===== src/rtl/aes_io_ctrl_if.sv =====
// Host-side byte bus and core-side block bus of the AES I/O controller.
// master is the host/core environment; slave is the controller itself.
interface aes_io_ctrl_if #(
  parameter int NBYTES = 16
);
  logic [1:0]          CMD;
  logic [7:0]          DIN;
  logic                READY;
  logic                OK;
  logic [7:0]          DOUT;
  logic [8*NBYTES-1:0] key;
  logic                key_ld;
  logic [8*NBYTES-1:0] blk;
  logic                start;
  logic                done;
  logic [8*NBYTES-1:0] res;

  modport master (
    output CMD, DIN, done, res,
    input  READY, OK, DOUT, key, key_ld, blk, start
  );

  modport slave (
    input  CMD, DIN, done, res,
    output READY, OK, DOUT, key, key_ld, blk, start
  );
endinterface


===== src/rtl/aes_io_ctrl.sv =====
// Byte-serial host controller for the AES core: assembles key/data blocks
// from DIN, launches the core, captures the result and streams it on DOUT.
module aes_io_ctrl #(
  parameter int NBYTES = 16
) (
  input  logic         CLK,
  input  logic         RST_,
  aes_io_ctrl_if.slave io
);
  localparam int BW = 8 * NBYTES;
  localparam int CW = (NBYTES > 1) ? $clog2(NBYTES) : 1;
  localparam logic [CW-1:0] LAST = CW'(NBYTES - 1);

  localparam logic [1:0] CMD_NOP  = 2'b00;
  localparam logic [1:0] CMD_KEY  = 2'b01;
  localparam logic [1:0] CMD_DATA = 2'b10;
  localparam logic [1:0] CMD_READ = 2'b11;

  typedef enum logic [2:0] {IDLE, LDKEY, LDDATA, START, BUSY, RD} state_t;

  state_t        state, state_nxt;
  logic [CW-1:0] cnt, cnt_nxt;
  logic [BW-1:0] key_r, blk_r, res_r;
  logic [7:0]    dout_r;
  logic          ok, kv, key_ld_r, start_r;

  logic key_we, blk_we, dout_we, res_we;
  logic ok_set, ok_clr, kv_set, key_ld_nxt, start_nxt;

  // Byte k sits at the MSB end shifted down by k bytes (byte 0 is the MSB).
  function automatic logic [7:0] get_byte(input logic [BW-1:0] v,
                                          input logic [CW-1:0] k);
    logic [BW-1:0] sh;
    sh = v << {k, 3'b000};
    return sh[BW-1 -: 8];
  endfunction

  function automatic logic [BW-1:0] put_byte(input logic [BW-1:0] v,
                                             input logic [CW-1:0] k,
                                             input logic [7:0]    d);
    logic [BW-1:0] mask, data;
    mask = {8'hFF, {(BW-8){1'b0}}} >> {k, 3'b000};
    data = {d,     {(BW-8){1'b0}}} >> {k, 3'b000};
    return (v & ~mask) | data;
  endfunction

  always_ff @(posedge CLK or negedge RST_) begin
    if (!RST_) begin
      state    <= IDLE;
      cnt      <= '0;
      ok       <= 1'b0;
      kv       <= 1'b0;
      key_ld_r <= 1'b0;
      start_r  <= 1'b0;
    end else begin
      state    <= state_nxt;
      cnt      <= cnt_nxt;
      key_ld_r <= key_ld_nxt;
      start_r  <= start_nxt;
      if (kv_set) kv <= 1'b1;
      if (ok_set)      ok <= 1'b1;
      else if (ok_clr) ok <= 1'b0;
    end
  end

  always_ff @(posedge CLK or negedge RST_) begin
    if (!RST_) begin
      key_r  <= '0;
      blk_r  <= '0;
      res_r  <= '0;
      dout_r <= '0;
    end else begin
      if (key_we)  key_r  <= put_byte(key_r, cnt, io.DIN);
      if (blk_we)  blk_r  <= put_byte(blk_r, cnt, io.DIN);
      if (res_we)  res_r  <= io.res;
      if (dout_we) dout_r <= get_byte(res_r, cnt);
    end
  end

  // cnt is always 0 in IDLE, so it doubles as the byte index on every path.
  always_comb begin
    state_nxt  = state;
    cnt_nxt    = cnt;
    key_we     = 1'b0;
    blk_we     = 1'b0;
    dout_we    = 1'b0;
    res_we     = 1'b0;
    ok_set     = 1'b0;
    ok_clr     = 1'b0;
    kv_set     = 1'b0;
    key_ld_nxt = 1'b0;
    case (state)
      IDLE: begin
        case (io.CMD)
          CMD_KEY: begin
            key_we    = 1'b1;
            cnt_nxt   = CW'(1);
            state_nxt = LDKEY;
          end
          CMD_DATA: begin
            blk_we    = 1'b1;
            cnt_nxt   = CW'(1);
            state_nxt = LDDATA;
          end
          CMD_READ: begin
            if (ok) begin
              dout_we   = 1'b1;
              cnt_nxt   = CW'(1);
              state_nxt = RD;
            end
          end
          default: ;
        endcase
      end
      LDKEY: begin
        if (io.CMD == CMD_KEY) begin
          key_we = 1'b1;
          if (cnt == LAST) begin
            key_ld_nxt = 1'b1;
            kv_set     = 1'b1;
            cnt_nxt    = '0;
            state_nxt  = IDLE;
          end else begin
            cnt_nxt = cnt + CW'(1);
          end
        end else if (io.CMD != CMD_NOP) begin
          cnt_nxt   = '0;
          state_nxt = IDLE;
        end
      end
      LDDATA: begin
        if (io.CMD == CMD_DATA) begin
          blk_we = 1'b1;
          if (cnt == LAST) begin
            cnt_nxt   = '0;
            state_nxt = kv ? START : IDLE;
          end else begin
            cnt_nxt = cnt + CW'(1);
          end
        end else if (io.CMD != CMD_NOP) begin
          cnt_nxt   = '0;
          state_nxt = IDLE;
        end
      end
      START: state_nxt = BUSY;
      BUSY: begin
        if (io.done) begin
          res_we    = 1'b1;
          ok_set    = 1'b1;
          state_nxt = IDLE;
        end
      end
      RD: begin
        if (io.CMD == CMD_READ) begin
          dout_we = 1'b1;
          if (cnt == LAST) begin
            ok_clr    = 1'b1;
            cnt_nxt   = '0;
            state_nxt = IDLE;
          end else begin
            cnt_nxt = cnt + CW'(1);
          end
        end else if (io.CMD != CMD_NOP) begin
          // Aborted read keeps OK so the host can restart from byte 0.
          cnt_nxt   = '0;
          state_nxt = IDLE;
        end
      end
      default: begin
        cnt_nxt   = '0;
        state_nxt = IDLE;
      end
    endcase
    start_nxt = (state_nxt == START);
  end

  assign io.READY  = (state == IDLE) || (state == LDKEY) ||
                     (state == LDDATA) || (state == RD);
  assign io.OK     = ok;
  assign io.DOUT   = dout_r;
  assign io.key    = key_r;
  assign io.key_ld = key_ld_r;
  assign io.blk    = blk_r;
  assign io.start  = start_r;
endmodule


===== src/flat_wrapper.sv =====
// flat-port wrapper written by rule: the top's interface ports become plain ports
module aes_io_ctrl_flat 
#(
  parameter int NBYTES = 16
)
  (CLK, RST_, io_CMD, io_DIN, io_done, io_res, io_READY, io_OK, io_DOUT, io_key, io_key_ld, io_blk, io_start);
  aes_io_ctrl_if #(.NBYTES(NBYTES)) io_i ();
  input  logic CLK;
  input  logic RST_;
  input wire logic [$bits(io_i.CMD)-1:0] io_CMD;
  input wire logic [$bits(io_i.DIN)-1:0] io_DIN;
  input wire logic [$bits(io_i.done)-1:0] io_done;
  input wire logic [$bits(io_i.res)-1:0] io_res;
  output wire logic [$bits(io_i.READY)-1:0] io_READY;
  output wire logic [$bits(io_i.OK)-1:0] io_OK;
  output wire logic [$bits(io_i.DOUT)-1:0] io_DOUT;
  output wire logic [$bits(io_i.key)-1:0] io_key;
  output wire logic [$bits(io_i.key_ld)-1:0] io_key_ld;
  output wire logic [$bits(io_i.blk)-1:0] io_blk;
  output wire logic [$bits(io_i.start)-1:0] io_start;
  assign io_i.CMD = io_CMD;
  assign io_i.DIN = io_DIN;
  assign io_i.done = io_done;
  assign io_i.res = io_res;
  assign io_READY = io_i.READY;
  assign io_OK = io_i.OK;
  assign io_DOUT = io_i.DOUT;
  assign io_key = io_i.key;
  assign io_key_ld = io_i.key_ld;
  assign io_blk = io_i.blk;
  assign io_start = io_i.start;
  aes_io_ctrl #(.NBYTES(NBYTES)) u_core (.CLK(CLK), .RST_(RST_), .io(io_i));
endmodule

===== config.mk =====
export PLATFORM = sky130hd
export DESIGN_NAME = aes_io_ctrl_flat
export DESIGN_NICKNAME = d
export VERILOG_FILES = /design/src/rtl/aes_io_ctrl_if.sv /design/src/rtl/aes_io_ctrl.sv /design/src/flat_wrapper.sv
export SDC_FILE = /design/constraint.sdc
export NUM_CORES = 1
export LEC_CHECK = 0
export ABC_AREA = 1
export BUFFER_PORTS_ARGS = -buffer_cell sky130_fd_sc_hd__clkbuf_2
export CAP_MARGIN = 20
export CORE_MARGIN = 1.5
export CORE_UTILIZATION = 54
export DETAILED_ROUTE_END_ITERATION = 10
export PLACE_DENSITY = 0.81
export SYNTH_ARGS = -nofsm -noshare
export SYNTH_HDL_FRONTEND = slang
export SYNTH_SLANG_ARGS = --single-unit

===== constraint.sdc =====
create_clock -name CLK -period 2.5 [get_ports CLK]
set_clock_uncertainty 0.2 [all_clocks]
set_input_delay 0.5 -clock CLK [delete_from_list [all_inputs] [get_ports CLK]]
set_output_delay 0.5 -clock CLK [all_outputs]
set_load 0.03 [all_outputs]

# Word level (Yosys, flattened, before mapping)
# Cells that the tools add are included.
[totals] regBits=403 input_bits=141 wordCells=79
[op_classes] add_sub_neg=1 n_eq_ne=12 shifts=3 mux=36 bitwise=6 n_reduce_logical=11
[op_table] cell="bitwise AND 128 bit" count=2
[op_table] cell="bitwise OR 128 bit" count=2
[op_table] cell="NOT 128 bit" count=1
[op_table] cell="<< shifter 128 x 7 -> 128 bit" count=1
[op_table] cell=">> shifter 128 x 7 -> 128 bit" count=1
[op_table] cell=">> shifter 128 x 7 -> 128 bit, first input constant" count=1
[op_table] cell="2-to-1 mux 3 bit" count=8
[op_table] cell="2-to-1 mux 4 bit" count=6
[op_table] cell="case mux 4 bit (5 select lines)" count=1
[op_table] cell="case mux 3 bit (6 select lines)" count=1
[op_table] cell="2-to-1 mux 1 bit" count=16
[op_table] cell="== test 3 x 2 -> 1 bit, second input constant" count=3
[op_table] cell="case mux 3 bit (3 select lines)" count=1
[op_table] cell="case mux 4 bit (2 select lines)" count=1
[op_table] cell="OR reduction 2 bit" count=4
[op_table] cell="== test 3 bit, second input constant" count=2
[op_table] cell="inequality test 3 x 2 -> 1 bit, second input constant" count=2
[op_table] cell="adder 4 x 1 -> 4 bit, second input constant" count=1
[op_table] cell="== test 2 bit, second input constant" count=2
[op_table] cell="== test 4 bit, second input constant" count=1
[op_table] cell="nonzero test 2 bit" count=2
[op_table] cell="== test 3 x 1 -> 1 bit, second input constant" count=1
[op_table] cell="zero test 3 bit" count=1
[op_table] cell="logical OR 1 bit" count=3
[op_table] cell="other kinds (5)" count=5

# Logic depth before layout (Yosys ltp)
# Gate-level depths: netlist of run 1.
[depth] word_depth=6 mapped_depth=11 depth_no_buf=10

# Worst setup path after synthesis of run 1
# OpenSTA, ideal clock, no wires.
[synth_timing] path_kind="register to register" startpoint="register u_core.cnt[1]" endpoint="register u_core.key_r[87] (netlist: u_core.io.key[87])" setup_time_ns=0.135 arrival_ns=1.661 t_required_ns=2.165 path_slack_ns=0.504 stages_incl_launch_ff=9 path_buffers=3 synth_period_minus_slack_ns=1.996 cell_sequence="dfrtp_1 buf_2 inv_1 buf_2 ha_1 nand3_1 clkbuf_1 o21ai_0 o21ai_0"
[synth_between] elab_chain_len=4 elab_cells_between_ends=5
[synth_lines] element="from (decl)" line_no="aes_io_ctrl.sv:22" rtl="logic [CW-1:0] cnt, cnt_nxt;"
[synth_lines] element="from (signal assigned)" line_no="aes_io_ctrl.sv:57" rtl="cnt <= cnt_nxt;"
[synth_lines] element=">> shifter 128 x 7 -> 128 bit" line_no="aes_io_ctrl.sv:42" rtl="mask = {8'hFF, {(BW-8){1'b0}}} >> {k, 3'b000};"
[synth_lines] element="NOT 128 bit" line_no="aes_io_ctrl.sv:44" rtl="return (v & ~mask) | data;"
[synth_lines] element="bitwise AND 128 bit" line_no="aes_io_ctrl.sv:44"
[synth_lines] element="bitwise OR 128 bit (*)" line_no="aes_io_ctrl.sv:44"
[synth_lines] element="to (signal assigned)" line_no="aes_io_ctrl.sv:73" rtl="if (key_we) key_r <= put_byte(key_r, cnt, io.DIN);"
[synth_lines] element="to (decl)" line_no="aes_io_ctrl.sv:23" rtl="logic [BW-1:0] key_r, blk_r, res_r;"
# Every way passes the cells marked *; elsewhere a longest branch is shown, timed or not.
# A chain may end at the register's enable or synchronous reset.

# Final worst setup path of run 1
[layout_timing] startpoint="register u_core.cnt[3]" endpoint="register u_core.blk_r[91] (netlist: u_core.io.blk[91])"
[layout_between] elab_chain_len=4 elab_cells_between_ends=5
[layout_lines] element=">> shifter 128 x 7 -> 128 bit" line_no="aes_io_ctrl.sv:42"
[layout_lines] element="NOT 128 bit" line_no="aes_io_ctrl.sv:44"
[layout_lines] element="bitwise AND 128 bit" line_no="aes_io_ctrl.sv:44"
[layout_lines] element="bitwise OR 128 bit (*)" line_no="aes_io_ctrl.sv:44"
[layout_lines] element="to (signal assigned)" line_no="aes_io_ctrl.sv:74" rtl="if (blk_we) blk_r <= put_byte(blk_r, cnt, io.DIN);"
[layout_lines] element="to (decl)" line_no="aes_io_ctrl.sv:23"
# Marks and branches as above.

==> results of run 1 <==
-- per-stage QoR --
stage,power [mW],std cells
finish,23.2,2882
global route,24.5,2882
CTS,23.2,2881
detailed placement,16.5,2794
global placement,16.3,2794
floorplan,14.1,2045
-- final cells by class --
type / count / area [sq um]
repair buffers: 469 / 2730
inverters: 151 / 569
flip-flops and latches: 403 / 10100
multi-input cells: 1338 / 6500
diodes: 1 / 2.50
fillers: 2580 / 10700
clock inverters: 14 / 198
well taps: 442 / 553
clock buffers: 64 / 1300
-- logic make-up after synthesis --
logic type                 synth area share [%]
buffers and inverters                      7.97
adders and majority gates                 0.765
muxes                                     0.438
and+or+nand+nor                            16.7
DFF                                        56.1
AOI/OAI and AO/OA                          18.0
-- state kept, by name, summed over array words and instances, names as in the netlist, 3 cells and up --
name,count
u_core.io.blk,128
u_core.cnt,4
u_core.io.DOUT,8
u_core.state,3
u_core.io.key,128
u_core.res_r,128
-- critical path, delay by kind of cell (launching register included) --
kind / cells / cell delay (ps)
AOI/OAI and AO/OA: 2 / 510
buffers and inverters: 1 / 480
and+or+nand+nor: 1 / 650
DFF: 1 / 430
-- power by group through the flow --
stage	Sequential [mW]	Combinational (mW)	Clock, mW
detailed placement	9.04	7.51	0
global placement	8.96	7.30	0
floorplan	9.93	4.18	0
finish	8.95	7.60	6.65
global route	9.11	8.40	6.97
CTS	8.94	7.58	6.71
-- worst max path at each step --
stage / startpoint / end / slack, ps / depth (start not counted)
3_3_place_gp: u_core.cnt[0] / u_core.io.blk[49] / 280 / 5
4_1_cts: u_core.cnt[0] / u_core.io.blk[15] / 6 / 5
5_1_grt: u_core.cnt[3] / u_core.io.key[81] / -30 / 4
2_1_floorplan: u_core.cnt[1] / u_core.io.key[87] / 500 / 8
3_5_place_dp: u_core.cnt[0] / u_core.io.blk[15] / 80 / 5
6_report: u_core.cnt[3] / u_core.io.blk[91] / 90 / 4
-- metal layers --
layer	GRT usage [%]	vias up
met3	6.53	172
li1	-	7488
met5	0	-
met1	40.6	7880
met2	51.0	923
met4	16.7	0
-- what timing repair did --
action / in CTS / in global routing
hold buffers: 9 / 0
endpoints found under the setup margin: 0 / 8
resized for setup: 0 / 3
hold endpoints to repair: 60 / 0
-- cell usage in the layout (no fill, tap or decap) --
cell type and count:
a21oi_1 122, buf_12 16, buf_4 36, buf_8 1, bufinv_16 5, clkbuf_1 9
clkbuf_16 45, clkbuf_2 407, clkbuf_8 10, clkinv_2 8, clkinvlp_4 1, dfrtp_1 399
dfrtp_2 2, dfrtp_4 2, diode_2 1, dlygate4sd3_1 9, ha_1 11, inv_1 145
inv_2 5, inv_4 1, mux2_1 7, nand2_1 330, nand2_2 12, nand2_4 1
nand3_1 134, nand3_2 5, nand3_4 4, nand4_1 3, nor2_1 147, nor2_2 2
nor2_4 2, nor3_1 1, nor3_2 31, o21a_1 1, o21ai_0 470, o21ai_1 53
or2_2 2
==> impl_results.md, run 1 <==
* Status: finished, final reports clean
* Hold path depth at 3
* CTS buffer count at 42
* RSZ-0062 raised after global routing: true
* TritonCTS Sinks at ~400
* Place WS at 79.9 ps
* Sequential power share at between 30% and 40%
* Part of the cycle the worst path needs at a little under 100%
* Met1 WL at between 20000 and 25000 microns
* Met2 WL at around 26000 microns
* H-tree levels at 2
* Worst reg2reg endpoint: u_core.io.blk[91]
* Chip Height at approximately 190 microns
* EDFF count, synth at 0
* Total gr overflow at 0
* NetSw at 8.73 mW
* Post-CTS Setup Inserts at 0
* Routed WL at approximately 55000 microns
* DRT iter0 DRCs at 1377
* Commonest cells post-synth: 470 x o21ai_0, 403 x dfrtp_1, 330 x nand2_1
* Drc violations at 0
* IO buf count at between 400 and 500
* Routed wire per std cell at ~19 microns
* Worst-case vdd ir drop at between 700 and 800 uV
* Clock Power Share at between 20% and 30%
* CTS tree: yes
* Die ar. at 0.0344 sq mm
* RD Place Congestion at 0.898
* Syn Nets at about 2200
* Comb pwr share at about a third
* Design area at between 0.02 and 0.025 sq mm
* Top cell type's share of synthesized area at between 50% and 60%
* Area post-placement at a little over 0.02 sq mm
* R2r worst-path depth at 4
* Share of cells above drive strength 1 at between 20% and 30%
* Synthesized cell area at around 0.018 sq mm
* Antenna violation net count after detailed routing at 0
* Internal at between 10 and 15 mW
* Row cnt at 66
* Met3 routed wirelength at 5090 microns
* Fmax at about 0.41 GHz
* First-pass GRT wire length at around 85000 microns
* Slowest stage cell, crit path: nand3_1
* Final worst slack at just under 90 ps
* Dpl hpwl at 38000 microns
* Hold Crit Class: input pin to register
* Pleak at roughly 11 nW
* Finish-stage setup viols at 0
* Placeable Area at 0.0326 sq mm
* Tmin final at between 2000 and 2500 ps
* Most frequent cell after synthesis: o21ai_0
* Initial antenna violation count at 1
* Crit path capture type: register
* Vias per inst at between 5 and 6
* Startpoint Class: register
* Sum of negative setup slack at 0 ps
* Clock tree buffer depth at 3
* Slew @ Worst Pin at ~640 ps
* Worst r2r src: u_core.cnt[3]
* Clock insertion delay at the later pin of the skew report at ~530 ps
* GRT Total Usage at between 30% and 40%
* Worst path max stage delay at approximately 650 ps
* Distinct cells, synth at 29
* Worst Path Max Fanout at 26
* Switch share at a little under two fifths
* Async SR Flop Fraction at between 90% and 100%
* CP Class: register to register
* Pin count of the biggest net entering global routing at 95
* WP data arrival at between 2000 and 3000 ps
* Initial DRT Pass Iterations at 8
* Mean Syn Cell Area at 8.79 sq um
* Worst-path cell chain: inv_2 -> nand3_1 -> o21ai_0 -> o21ai_1
* Final hold violation count at 0
* Yosys top cell by area: dfrtp_1
* Max-slew headroom at a little under three fifths
* Number of synthesized register bits at around 400
* Vias in the first global route at approximately 16000
* Top FF cell, synth: dfrtp_1
* Area contributors post-synth: dfrtp_1 56%, o21ai_0 13%, nand2_1 6.9%, nand3_1 3.8%, a21oi_1 3.4%
* Area grow syn2layout at 22.1%
* Cells after Synth at between 2000 and 2500
* Reg clk slew, reported paths at approximately 60 ps
* Hold wc startpoint: io_res[7]
* Fin nets at 2557
* Yosys Warn Count at 0
* Max Cap Viol at 0
* Via count at 16500
* Worst hold margin at ~14 ps
* Uppermost layer routed: met4
* Worst hold endpoint: u_core.res_r[7]
* Root buf cell: clkbuf_16
* Ports at just over 400
* Sequential area share after synthesis at between 50 and 60%
* Initial core utilization at a little under three fifths
* Die X-Extent at approximately 190 microns
* Final Max Tran Viols at 0
* Post-layout util at 67.3%
* Worst endpoint required time at about 2700 ps
* Pwr/cell area at 1060 mW/mm^2
* Reg2Reg Setup Slack at 90 ps
No activity file was read; power rests on OpenSTA's default activity.
==> inputs of run 2 (changes only) <==
--- a/config.mk
+++ b/config.mk
@@ -12,6 +12,7 @@
 export CORE_UTILIZATION = 54
 export DETAILED_ROUTE_END_ITERATION = 10
 export PLACE_DENSITY = 0.81
+export REMOVE_ABC_BUFFERS = 1
 export SYNTH_ARGS = -nofsm -noshare
 export SYNTH_HDL_FRONTEND = slang
 export SYNTH_SLANG_ARGS = --single-unit
==> run 2 against run 1 <==
Compared with the run above: combinational power decreased by 1%; fmax shrank 3.3%; clock-buffer cell count grew 1; final area down 0.43%; sequential cell count unchanged; register-to-register slack got worse by 80 ps; largest cell class unchanged; sequential share of layout area increased by 0.21 points; worst setup slack worse by 82 ps; hold slack gained 3.7 ps; utilization decreased by 0.29 points; critical endpoint is now u_core.io.key[45].
==> impl_results.md, run 2 (synthesis results as in run 1) <==
* Routed wire per std cell at approximately 19 microns
* RD Place Congestion at a little under 0.9
* Via count at ~16000
* Crit path capture type: register
* IO buf count at 408
* Placeable Area at roughly 0.033 sq mm
* Placed cell count at 2800
* Drc violations at 0
* Worst endpoint required time at roughly 2700 ps
* Met3 routed wirelength at ~5600 microns
* N_diodes at 0
* Final Max Tran Viols at 0
* Commonest non-fill, non-tap cell in the layout: o21ai_0
* Antenna violation net count after detailed routing at 0
* Max Cap Viol at 0
* Initial antenna violation count at 0
* Startpoint Class: register
* CTS buffer count at 42
* TritonCTS Sinks at 403
* Fmax at roughly 0.40 GHz
* Share of cells above drive strength 1 at 24.5%
* Place WS at roughly 58 ps
* Part of the cycle the worst path needs at 99.7%
* GRT Total Usage at about a third
* Design area at roughly 0.022 sq mm
* CP Class: register to register
* Fin nets at between 2000 and 3000
* Initial core utilization at 55.1%
* CTS tree: yes
* First-pass GRT wire length at ~85000 microns
* Row cnt at 66
* Post-CTS Setup Inserts at 0
* Ports at slightly above 400
* Reg clk slew, reported paths at approximately 60 ps
* Pwr/cell area at around 1000 mW/mm^2
* Final worst slack at about 6.6 ps
* Die ar. at between 0.03 and 0.04 sq mm
* Worst-case vdd ir drop at 602 uV
* Total gr overflow at 0
* Uppermost layer routed: met4
* Met2 WL at around 25000 microns
* Finish-stage setup viols at 0
* Initial DRT Pass Iterations at 5
* Area grow syn2layout at 21.5%
* Pleak at 11.1 nW
* Clock insertion delay at the later pin of the skew report at between 500 and 600 ps
* Dpl hpwl at around 37000 microns
* Vias in the first global route at around 16000
* H-tree levels at 2
* Non-Filler Instances at 2881
* Tmin final at 2490 ps
* Slew @ Worst Pin at 748 ps
* Final hold violation count at 0
* RSZ-0062 raised after global routing: true
* Hold Crit Class: input pin to register
* Max-slew headroom at ~50%
* Root buf cell: clkbuf_16
* Worst hold margin at roughly 18 ps
* Vias per inst at between 5 and 6
* Chip Height at ~190 microns
* Commonest non-fill, non-tap cells in the layout: 470 x o21ai_0, 407 x clkbuf_2, 399 x dfrtp_1
* Routed WL at around 54000 microns
* DRT iter0 DRCs at 1611
* Status: finished, final reports clean
* Reg2Reg Setup Slack at about 6.6 ps
* WP data arrival at 2670 ps
* Worst Path Max Fanout at 16
* Die X-Extent at around 190 microns
* Area post-placement at 0.0204 sq mm
* Met1 WL at approximately 21000 microns
* Clock tree buffer depth at 3
* Pin count of the biggest net entering global routing at between 100 and 150
==> run 2: changes by cell type in the layout (fill, tap and decap cells not counted), moves of 3 or more <==
cell	before	now
buf_4	36	41
clkinv_2	8	4
clkbuf_8	10	13
bufinv_16	5	1
==> run 2: timing repair <==
action / 4_1_cts / 5_1_grt
gates resized for setup: 0 / 1
hold buffers: 7 / 0
hold endpoints to repair: 62 / 0
setup endpoints to repair: 0 / 25
==> run 2: worst paths after layout <==
| kind | endpoint | from | depth (start not counted) |
|---|---|---|---|
| worst max-delay path | u_core.io.key[45] | u_core.cnt[0] | 5 |
| worst min-delay path | u_core.res_r[100] | io_res[100] | 2 |
| worst max register to register | u_core.io.key[45] | u_core.cnt[0] | 5 |
| worst min register to register | u_core.kv | u_core.kv | 1 |
| max in group asynchronous | u_core.res_r[2] | RST_ | 3 |
| min in group asynchronous | u_core.io.blk[3] | RST_ | 2 |
==> run 2: cell type report <==
type,count,area [sq um]
clock inverter,9,83.8
timing repair buffer,473,2770
multi-input combinational,1338,6490
fill,2570,10800
inverter,151,569
tap,442,553
clock buffer,65,1290
sequential,403,10100
==> run 2: routing by layer <==
layer,vias up,track usage (%)
met5,-,0
met4,0,13.2
met3,143,7.28
met2,965,50.7
met1,7852,41.6
li1,7508,-
==> run 2: report_power, final <==
| group | switching (mW) | internal [mW] | total (mW) |
|---|---|---|---|
| Sequential | 0.730 | 8.19 | 8.92 |
| Combinational | 5.30 | 2.19 | 7.49 |
| Clock | 2.53 | 3.65 | 6.17 |
==> run 2: through the flow <==
step,util (%),power [mW],setup TNS [ps]
floorplan,-,13.8,-592290
global placement,62.6,16.1,0
detailed placement,62.6,16.4,0
CTS,67.0,22.6,0
global route,67.0,23.9,-1960
finish,67.0,22.6,0
==> run 2: critical path: stages, from the launching register on <==
cell and delay (ps):
dfrtp_4 500, inv_2 190, ha_1 370, nand3_1 520, o21ai_0 390, o21ai_0 160
==> inputs of run 3 (changes only) <==
--- a/config.mk
+++ b/config.mk
@@ -5,11 +5,10 @@
 export SDC_FILE = /design/constraint.sdc
 export NUM_CORES = 1
 export LEC_CHECK = 0
-export ABC_AREA = 1
 export BUFFER_PORTS_ARGS = -buffer_cell sky130_fd_sc_hd__clkbuf_2
 export CAP_MARGIN = 20
 export CORE_MARGIN = 1.5
-export CORE_UTILIZATION = 54
+export CORE_UTILIZATION = 53
 export DETAILED_ROUTE_END_ITERATION = 10
 export PLACE_DENSITY = 0.81
 export REMOVE_ABC_BUFFERS = 1
==> run 3 against run 2 <==
Compared with the run above: worst setup slack gained 180 ps; utilization grew 1.9 points; routed wire length shrank 10%; largest cell class unchanged; via count shrank 25%; clock-buffer cell count grew 3.
==> impl_results.md, run 3 <==
* Row cnt at 63
* Fmax at about 0.43 GHz
* Worst endpoint required time at between 1500 and 2000 ps
* Vias in the first global route at between 10000 and 15000
* DRT iter0 DRCs at approximately 830
* Routed WL at just under 50000 microns
* Routed wire per std cell at between 20 and 25 microns
* Post-layout util at slightly below 70%
* Sequential area share after synthesis at a little over three fifths
* Top FF cell, synth: dfrtp_1
* Final hold violation count at 0
* Total gr overflow at 0
* Fillers at 2064
* Number of synthesized register bits at just over 400
* Worst path max stage delay at ~630 ps
* Post-CTS Setup Inserts at 0
* Placed cell count at ~1900
* Async SR Flop Fraction at 100%
* Yosys top cell by area: dfrtp_1
* Ports at between 400 and 500
* Initial DRT Pass Iterations at 5
* Pleak at ~9.7 nW
* CTS buffer count at between 40 and 50
* Reg clk slew, reported paths at about 60 ps
* Cells after Synth at around 1100
* Clock insertion delay at the later pin of the skew report at ~520 ps
* Most frequent cell after synthesis: dfrtp_1
* Startpoint Class: register
* Worst hold margin at approximately 14 ps
* Part of the cycle the worst path needs at 92.7%
* Hold Crit Class: input pin to register
* Dpl hpwl at between 30000 and 40000 microns
* Distinct cells, synth at 53
* Non-Filler Instances at between 2000 and 2500
* Placeable Area at 0.0297 sq mm
* Buf+Inv Stages, Crit Path at 1
* Final Max Tran Viols at 0
* Chip Height at roughly 180 microns
* Initial core utilization at between 50% and 60%
* Commonest non-fill, non-tap cell in the layout: clkbuf_2
* First-pass GRT wire length at about 75000 microns
* Slew @ Worst Pin at a little under 900 ps
* Fin nets at 1760
* EDFF count, synth at 0
* Die ar. at between 0.03 and 0.04 sq mm
* CP delay by family, top: flip-flops
* H-tree levels at 2
* Drc violations at 0
* RD Place Congestion at between 0.8 and 0.9
* Die X-Extent at 177 microns
* Synthesized cell area at between 0.015 and 0.02 sq mm
* Commonest cells post-synth: 403 x dfrtp_1, 193 x o2bb2ai_1, 128 x mux2_2
* Design area at about 0.020 sq mm
* Top cell type's share of synthesized area at between 60% and 70%
* Pwr/cell area at 1070 mW/mm^2
* Place WS at between 20 and 30 ps
* CP Class: register to output pin
* Max Cap Viol at 0
* Vias per inst at ~6.0
* WP data arrival at between 1500 and 2000 ps
* Worst-case vdd ir drop at 766 uV
* IO buf count at approximately 410
* RSZ-0062 raised after global routing: false
* Tmin final at ~2300 ps
* Worst-path cell chain: mux2i_1 -> clkbuf_2
* Yosys Warn Count at 0
* Final worst slack at ~180 ps
* Antenna violation net count after detailed routing at 0
* CTS tree: yes
* Status: finished, final reports clean
* Share of cells above drive strength 1 at ~43%
* Max-slew headroom at between 40% and 50%
* Crit path capture type: output pin
* Area post-placement at 0.0187 sq mm
* GRT Total Usage at between 30% and 40%
* Mean Syn Cell Area at approximately 14 sq um
* Reg2Reg Setup Slack at ~190 ps
* Worst Path Max Fanout at 16
* Area contributors post-synth: dfrtp_1 63%, o2bb2ai_1 11%, mux2_2 9.0%, mux4_2 4.5%, nand2_1 2.7%
* Commonest non-fill, non-tap cells in the layout: 407 x clkbuf_2, 401 x dfrtp_1, 193 x o2bb2ai_1
* Pin count of the biggest net entering global routing at 64
* Clock tree buffer depth at 3
* TritonCTS Sinks at 403
* Slowest stage cell, crit path: dfrtp_1
* Initial antenna violation count at 4
* Finish-stage setup viols at 0
* Root buf cell: clkbuf_16
* Via count at around 12000
* Area grow syn2layout at 27.2%
==> run 3: changes by cell type in the layout (fill, tap and decap cells not counted), sizes merged, moves of 120 or more <==
cell | previous run | this run
nand2 | 343 | 120
mux2 | 7 | 129
nand3 | 143 | 19
inv | 153 | 7
a21oi | 122 | 2
o2bb2ai | 0 | 193
o21ai | 523 | 68
nor2 | 151 | 16
==> run 3: final timing paths <==
path                                  start                 end  depth (start not counted)
max in group asynchronous              RST_    u_core.res_r[12]                          3
setup reg to reg            u_core.state[2]   u_core.io.blk[49]                          3
hold / removal                   io_res[50]    u_core.res_r[50]                          2
setup / recovery            u_core.state[0]            io_READY                          2
min in group asynchronous              RST_  u_core.io.key[111]                          2
hold reg to reg            u_core.io.blk[4]    u_core.io.blk[4]                          2
==> run 3: layout make-up <==
type / count / area (sq um) / share of cell area, %
Timing Repair Buffer: 498 / 2960 / 14.5
Clock buffer: 68 / 1280 / 6.26
Antenna cell: 4 / 10.0 / 0.0489
Multi-Input combinational cell: 657 / 5570 / 27.2
Tap cell: 390 / 488 / 2.39
Clock inverter: 7 / 47.5 / 0.232
Inverter: 6 / 22.5 / 0.110
Sequential cell: 403 / 10100 / 49.3
==> run 3: cells by family after synthesis <==
| group | count (synthesis) | share of synthesized area, % |
|---|---|---|
| AOI/OAI and AO/OA | 290 | 14.1 |
| DFF | 403 | 62.7 |
| adders and majority gates | 11 | 0.856 |
| and+or+nand+nor | 184 | 5.42 |
| muxes | 172 | 14.2 |
| buffers and inverters | 76 | 2.70 |
==> run 3: metrics by stage <==
step / TNS, ps / power [mW]
CTS: 0 / 21.8
global route: 0 / 22.7
finish: 0 / 21.8
floorplan: -336530 / 13.4
global placement: 0 / 15.5
detailed placement: 0 / 15.8
==> run 3: metal layers <==
layer | track usage (%) | wire [microns]
met5 | 0 | 0
met4 | 13.0 | 1800
met3 | 7.30 | 4470
met2 | 53.1 | 24500
met1 | 39.1 | 18100
==> run 3: timing repair <==
item / 4_1_cts / 5_1_grt
hold buffers: 42 / 0
endpoints found under the hold margin: 91 / 0
resized for setup: 0 / 0
==> run 3: where the power goes <==
part / internal, mW / switching [mW] / leakage [nW]
registers: 8.17 / 1.08 / 5.28
clock network: 3.50 / 2.50 / 0.646
logic: 2.83 / 3.76 / 3.75
